==> config.mk <==
export PLATFORM = sky130hd
export DESIGN_NAME = ni_local_tx
export DESIGN_NICKNAME = d
export VERILOG_FILES = /design/src/rtl/ni_local_tx.sv
export SDC_FILE = /design/constraint.sdc
export NUM_CORES = 1
export LEC_CHECK = 0
export BUFFER_PORTS_ARGS = -buffer_cell sky130_fd_sc_hd__buf_2
export CORE_UTILIZATION = 45
export CTS_CLUSTER_SIZE = 24
export DETAILED_ROUTE_END_ITERATION = 12
export PLACE_DENSITY = 0.81
export SLEW_MARGIN = 0
export SYNTH_ARGS = -nofsm -noshare
export SYNTH_HDL_FRONTEND = slang
export SYNTH_SLANG_ARGS = --single-unit
==> constraint.sdc <==
create_clock -name clock -period 2.3 [get_ports clock]
set_input_delay 0 -clock clock [delete_from_list [all_inputs] [get_ports clock]]
set_output_delay 0 -clock clock [all_outputs]
set_load 0.01 [all_outputs]
==> src/rtl/ni_local_tx.sv <==
// Local-port flit injector: turns a descriptor plus payload stream into
// header/size/payload flits on the router local input, under credit flow control.
//
// state   | meaning
// S_IDLE  | waiting for a descriptor; output register may hold the last flit
// S_SIZE  | header is in the output register, size flit goes next
// S_PAYLOAD | streaming payload flits, cnt_q counts the ones still owed
module ni_local_tx #(
  parameter int TAM_FLIT = 16
) (
  input  logic                clock,
  input  logic                reset,
  input  logic                req_valid,
  output logic                req_ready,
  input  logic [TAM_FLIT-1:0] req_target,
  input  logic [TAM_FLIT-1:0] req_size,
  input  logic                pl_valid,
  output logic                pl_ready,
  input  logic [TAM_FLIT-1:0] pl_data,
  output logic                tx,
  output logic [TAM_FLIT-1:0] data_out,
  output logic                clock_tx,
  input  logic                credit_i,
  output logic                busy,
  output logic [15:0]         pkt_count
);

  typedef enum logic [1:0] {
    S_IDLE    = 2'd0,
    S_SIZE    = 2'd1,
    S_PAYLOAD = 2'd2
  } state_t;

  state_t              state_q;
  logic                tx_q;
  logic [TAM_FLIT-1:0] data_q;
  logic [TAM_FLIT-1:0] cnt_q;
  logic                last_q;
  logic                busy_q;
  logic [15:0]         pkt_q;

  logic load;
  logic req_acc;
  logic pl_acc;
  logic done;

  // The output register is free when empty or when its flit leaves this edge.
  assign load      = !tx_q || credit_i;
  assign req_ready = (state_q == S_IDLE) && load;
  assign pl_ready  = (state_q == S_PAYLOAD) && load;
  assign req_acc   = req_valid && req_ready;
  assign pl_acc    = pl_valid && pl_ready;
  assign done      = tx_q && credit_i && last_q;

  always_ff @(posedge clock) begin
    if (reset) begin
      state_q <= S_IDLE;
      tx_q    <= 1'b0;
      data_q  <= '0;
      cnt_q   <= '0;
      last_q  <= 1'b0;
      busy_q  <= 1'b0;
      pkt_q   <= '0;
    end else begin
      if (done) pkt_q <= pkt_q + 16'd1;

      // A descriptor accepted on the completion edge keeps busy asserted.
      if (req_acc)   busy_q <= 1'b1;
      else if (done) busy_q <= 1'b0;

      case (state_q)
        S_IDLE: begin
          if (req_acc) begin
            data_q  <= req_target;
            tx_q    <= 1'b1;
            cnt_q   <= req_size;
            last_q  <= 1'b0;
            state_q <= S_SIZE;
          end else if (load) begin
            tx_q   <= 1'b0;
            last_q <= 1'b0;
          end
        end
        S_SIZE: begin
          if (load) begin
            data_q <= cnt_q;
            tx_q   <= 1'b1;
            if (cnt_q == '0) begin
              last_q  <= 1'b1;
              state_q <= S_IDLE;
            end else begin
              state_q <= S_PAYLOAD;
            end
          end
        end
        S_PAYLOAD: begin
          if (pl_acc) begin
            data_q <= pl_data;
            tx_q   <= 1'b1;
            if (cnt_q != '0) cnt_q <= cnt_q - TAM_FLIT'(1);
            if (cnt_q == TAM_FLIT'(1)) begin
              last_q  <= 1'b1;
              state_q <= S_IDLE;
            end
          end else if (load) begin
            tx_q <= 1'b0;
          end
        end
        default: state_q <= S_IDLE;
      endcase
    end
  end

  assign tx        = tx_q;
  assign data_out  = data_q;
  assign busy      = busy_q;
  assign pkt_count = pkt_q;
  assign clock_tx  = clock;

endmodule

# Word-level counts from Yosys, hierarchy flattened
# Cells that the tools add are included.
# word_totals
regBits	53
input_bits	53
out_inout_bits	37
word_cells	66
# classes
n_addsub	2
eq_ne	10
mux	28
reduce_logical	19
# ops
op	count
2-to-1 mux 16 bit	6
one-hot mux 16 bit (3 select lines)	1
one-hot mux 16 bit (2 select lines)	1
adder 16 x 1 -> 16 bit (second input constant)	1
== test 16 x 1 -> 1 bit (second input constant)	1
zero test 16 bit	1
nonzero test 16 bit	1
subtractor 16 x 1 -> 16 bit (second input constant)	1
2-to-1 mux 1 bit	12
AND reduction 4 bit	3
2-to-1 mux 2 bit	5
inequality test 2 bit (second input constant)	4
logical AND 1 bit	6
one-hot mux 1 bit (3 select lines)	2
one-hot mux 2 bit (3 select lines)	1
AND reduction 6 bit	1
inequality test 2 x 1 -> 1 bit (second input constant)	2
nonzero test 2 bit	2
inequality test 3 bit (second input constant)	1
nonzero test 3 bit	1
== test 2 x 1 -> 1 bit (second input constant)	1
== test 2 bit (second input constant)	1
zero test 2 bit	1
AND reduction 2 bit	1
other kinds (2)	2

# Longest topological paths before layout
# Gate-level depths: netlist (run 1).
# depth
depth_word	6
mapped_depth	9

==> results.tsv, run 1 <==
metric	value	unit
status	finished, final reports clean	
wl_per_cell	14.6	um
r2r-start	state_q[0]	
path_buf_inv	3	
area_delta_synth_final	33.8	%
setup_viol	0	
grt_max_degree	33	
cp.depth	8	
drc	0	
layout_common_cells	buf_2 (89), nor2_1 (58), dfxtp_1 (53)	
overflow	0	
cts.reportedPaths.clkPinSlew	0.10	ns
grt_pass1_vias	2953	
min_from	req_target[13]	
worstSetupPathType	flip-flop to flip-flop	
grt_pass1_wl	13.7	mm
p_per_area	1130	mW/mm^2
finalPower	4.55	mW
cp_slowest_cell	ha_1	
clk_latency	0.42	ns
grt_usage	0.239	
ys_warn_count	0	
slew_headroom	0.579	
via_count	3164	
design_area	0.00401	mm^2
r2r_cells	8	
ir_worst_vdd	0.612	mV
initial_core_util	0.469	
slowest_delay	0.38	ns
grt_setup_unrepaired	false	
synth_fp_nets	433	
hold_end	data_out[13]	
gp_congestion	0.845	
drive_gt1_frac	0.262	
place_area	0.00355	mm^2
vias_per_cell	5.52	
synth-seq-area-share	0.354	
nets	555	
ioPinCount	90	
io_buffers	89	
crit_start	state_q[0]	
setup_tns	0	ns
die_h	83.6	um
dp_slack	0.135	ns
synth_seq_cells	53	
cts_tree	built	
cp-start-kind	flip-flop	
whs_path_depth	5	
worst_slew_pin_slew	0.626	ns
rr_endpoint	cnt_q[0]	
fin_crit	2.15	ns
yosysUniqueCellTypes	54	
rows	29	
nFillCells	560	
finalHoldViolCount	0	
min_path_type	primary input to flip-flop	
cp_common_cell	inv_1	
drv_slew	0	
critical_path.top_delay_family	compound AO/OA/AOI/OAI gates	
synth_area	0.00300	mm^2
required	2.63	ns
drtAntennaViolNets	0	
synth_cells	373	
layout_commonest_cell	buf_2	
synth-edff-count	0	
antenna_cells	0	
antenna_found_initial	0	
worstPathCellList	inv_1, ha_1, inv_1, o21a_1, a311oi_2, buf_4, o21ai_0, a221oi_1	
skew	0.00875	ns
wl	8.34	mm
die-area	0.00699	mm^2
dr.pass1.iters	4	
post-route-period-util	0.936	
core_area	0.00639	mm^2
drtIter0Drc	181	
r2r_slack	0.15	ns
critical_path_arrival	2.48	ns
hpwlAfterDp	5.70	mm
postSynthAreaPerCell	8.04	um^2
synthFlopType	dfxtp_1	
worstSetupEndpointType	flip-flop	
fmax	0.464	GHz
power_leakage	1.74	nW
async_reset_ff_frac	0	
worst-path-max-fanout	11	
fin_ws	0.147	ns
drv_cap	0	
die_w	83.6	um
[flip-flops by register name, indices dropped and copies added, names as in the netlist]
register   flops
busy           1
cnt_q         16
data_out      16
last_q         1
pkt_count     16
state_q        2
tx             1
[per-stage QoR]
step | std cells | utilization | hold WS, ns
after global placement | 529 | 0.556 | 0.101
after detailed placement | 529 | 0.556 | 0.101
after floorplan | 373 | - | 0.0918
final | 573 | 0.628 | 0.0127
after CTS | 573 | 0.628 | 0.0182
after global routing | 573 | 0.628 | 0.0623
[cells by family after synthesis]
kind of cell,count (synthesis),share of synthesized area
adders and majority gates,7,0.0292
DFF,53,0.354
xor gates and xnor gates,12,0.0351
AOI/OAI and AO/OA,99,0.209
muxes,21,0.0705
buffers and inverters,38,0.0568
and+or+nand+nor,143,0.245
[cell usage after synthesis (all sizes together) (3+ instances only)]
cell,n,area share
inv,11,0.014
mux2i,20,0.067
a21oi,43,0.072
xnor2,3,0.0088
nand2b,5,0.011
o32ai,5,0.015
dfxtp,53,0.35
a22oi,17,0.043
and2,4,0.0092
nor4,5,0.023
xor2,9,0.026
clkbuf,16,0.020
nor3,8,0.017
buf,11,0.023
or2b,3,0.0075
nor2,58,0.073
or3,4,0.0083
nand4,6,0.013
o21ai,15,0.025
nand3,8,0.013
and3,3,0.0063
ha,7,0.029
nand2,31,0.039
[final cells by class]
| class | instances | area, um^2 | share of cell area |
|---|---|---|---|
| multi-input cells | 282 | 1770 | 0.441 |
| flip-flops and latches | 53 | 1060 | 0.265 |
| repair buffers | 138 | 911 | 0.227 |
| clock buffers | 10 | 119 | 0.0296 |
| well taps | 77 | 96.3 | 0.0240 |
| inverters | 11 | 41.3 | 0.0103 |
| clock inverters | 2 | 15.0 | 0.00374 |
[timing repair]
action	4_1_cts	5_1_grt
gates resized for setup	0	1
hold buffers	33	0
setup buffers	0	0
endpoints found under the hold margin	32	0
setup endpoints to repair	0	10
[routing by layer]
| layer | GRT usage | vias to the layer above | wire length, um |
|---|---|---|---|
| li1 | - | 1562 | - |
| met1 | 0.289 | 1486 | 3640 |
| met2 | 0.430 | 106 | 4210 |
| met3 | 0.0406 | 10 | 399 |
| met4 | 0.0709 | 0 | 87 |
| met5 | 0 | - | 0 |
[worst max-delay path by stage]
stage                              to  slack (ns)
after floorplan           data_out[0]        0.35
after global placement       cnt_q[4]        0.22
after detailed placement     cnt_q[4]        0.14
after CTS                    cnt_q[4]        0.12
after global routing         cnt_q[0]       0.005
final                        cnt_q[0]        0.15
[tightest hold or removal path, delay by kind of cell]
| kind | cells | cell delay [ns] |
|---|---|---|
| AOI/OAI and AO/OA | 1 | 0.13 |
| buffers and inverters | 1 | 0.08 |
| muxes | 1 | 0.09 |
| and+or+nand+nor | 2 | 0.10 |
[report_power, final]
part	total [mW]	switching, mW	internal, mW
clock network	0.697	0.359	0.338
logic	2.52	1.38	1.14
registers	1.34	0.211	1.13
total	4.55	1.95	2.61
(Power assumes the default switching activity.)
==> run 2, diff against run 1 <==
RECOVER_POWER = 50   (was unset)
==> run 2 against run 1 <==
  * Register-to-register slack about the same
  * Highest routed layer unchanged
  * Clock-buffer cell count unchanged
  * Wire length down 1.0%
  * Sequential cell count unchanged
  * Largest power group unchanged
  * Cell area down 1.1%
  * Clock power down 1%
==> results.tsv, run 2 (synthesized netlist as in run 1, its figures left out) <==
metric	value	unit
hpwlAfterDp	5.70	mm
setup_tns	0	ns
finalHoldViolCount	0	
layout_common_cells	nor2_1 (58), buf_2 (54), dfxtp_1 (53)	
worst-path-max-fanout	11	
slew_headroom	0.589	
die_h	83.6	um
antenna_found_initial	0	
min_path_type	primary input to flip-flop	
required	2.63	ns
utilization	0.621	
io_buffers	89	
rr_endpoint	cnt_q[0]	
clk_latency	0.41	ns
cp-start-kind	flip-flop	
cp_common_cell	inv_1	
antenna_cells	0	
die_w	83.6	um
critical_path_arrival	2.47	ns
grt_usage	0.239	
area_delta_synth_final	32.3	%
ioPinCount	90	
drtAntennaViolNets	0	
cts_tree	built	
core_area	0.00639	mm^2
die-area	0.00699	mm^2
power_leakage	1.60	nW
dr.pass1.iters	5	
nets	555	
skew	0.00686	ns
drv_cap	0	
wl	8.26	mm
r2r_slack	0.15	ns
setup_viol	0	
initial_core_util	0.469	
cp_slowest_cell	ha_1	
rows	29	
r2r-start	state_q[0]	
whs_path_depth	5	
status	finished, final reports clean	
drive_gt1_frac	0.192	
wl_per_cell	14.4	um
vias_per_cell	5.54	
grt_setup_unrepaired	false	
worstSetupPathType	flip-flop to flip-flop	
drtIter0Drc	198	
post_cts_buffers	0	
via_count	3173	
fin_crit	2.15	ns
grt_max_degree	33	
r2r_cells	8	
hold_end	data_out[13]	
finalPower	4.52	mW
gp_congestion	0.845	
overflow	0	
whs	0.0143	ns
worstPathCellList	inv_1, ha_1, inv_1, o21a_1, a311oi_2, buf_4, o21ai_0, a221oi_1	
worst_slew_pin_slew	0.611	ns
p_per_area	1140	mW/mm^2
cts.reportedPaths.clkPinSlew	0.10	ns
worstSetupEndpointType	flip-flop	
drc	0	
post-route-period-util	0.933	
grt_pass1_vias	2953	
slowest_delay	0.38	ns
grt_pass1_wl	13.7	mm
drv_slew	0	
fmax	0.466	GHz
ir_worst_vdd	0.602	mV
nFillCells	577	
layout_commonest_cell	nor2_1	
min_from	req_target[13]	
run 2: critical path: cells and delay by family, from the launching register on:
| kind | cells | cell delay [ns] |
|---|---|---|
| buffers and inverters | 3 | 0.41 |
| flip-flops | 1 | 0.35 |
| adder cells (fa/ha/maj) | 1 | 0.38 |
| AO/OA/AOI/OAI | 4 | 0.93 |
run 2: what timing repair did:
action,4_1_cts,5_1_grt
gates resized for setup,0,1
hold buffers,33,0
endpoints found under the setup margin,0,10
endpoints found under the hold margin,32,0
run 2: worst max-delay path by stage:
stage	startpoint	endpoint	depth (start not counted)
finish	state_q[0]	cnt_q[0]	8
floorplan	state_q[1]	data_out[0]	9
CTS	state_q[0]	cnt_q[4]	7
global placement	cnt_q[0]	cnt_q[4]	7
detailed placement	state_q[0]	cnt_q[4]	7
global route	state_q[0]	cnt_q[0]	8
run 2: final cells by class:
type / instances / area [um^2] / share of cell area
sequential: 53 / 1060 / 0.267
clock buffer: 10 / 118 / 0.0296
multi-input combinational: 282 / 1770 / 0.446
inverter: 11 / 41.3 / 0.0104
tap: 77 / 96.3 / 0.0243
clock inverter: 2 / 15.0 / 0.00378
timing repair buffer: 138 / 868 / 0.219
run 2: routing by layer:
| layer | vias to the layer above | GRT usage | share of wire |
|---|---|---|---|
| met5 | - | 0 | 0 |
| met4 | 0 | 0.0709 | 0.011 |
| met3 | 9 | 0.0406 | 0.057 |
| met2 | 114 | 0.430 | 0.51 |
| met1 | 1485 | 0.289 | 0.42 |
| li1 | 1565 | - | - |
run 2: power breakdown:
part           internal (mW)  total [mW]  switching [mW]
Sequential              1.13        1.34           0.213
Clock                  0.333       0.689           0.356
Combinational           1.11        2.49            1.38
Total                   2.57        4.52            1.94
run 2: metrics by stage:
stage | std cells | area, um^2 | setup slack (ns)
floorplan | 373 | 3000 | 0.349
global placement | 529 | 3550 | 0.216
detailed placement | 529 | 3550 | 0.135
CTS | 573 | 4010 | 0.118
global route | 573 | 3970 | 0.00502
finish | 573 | 3970 | 0.155
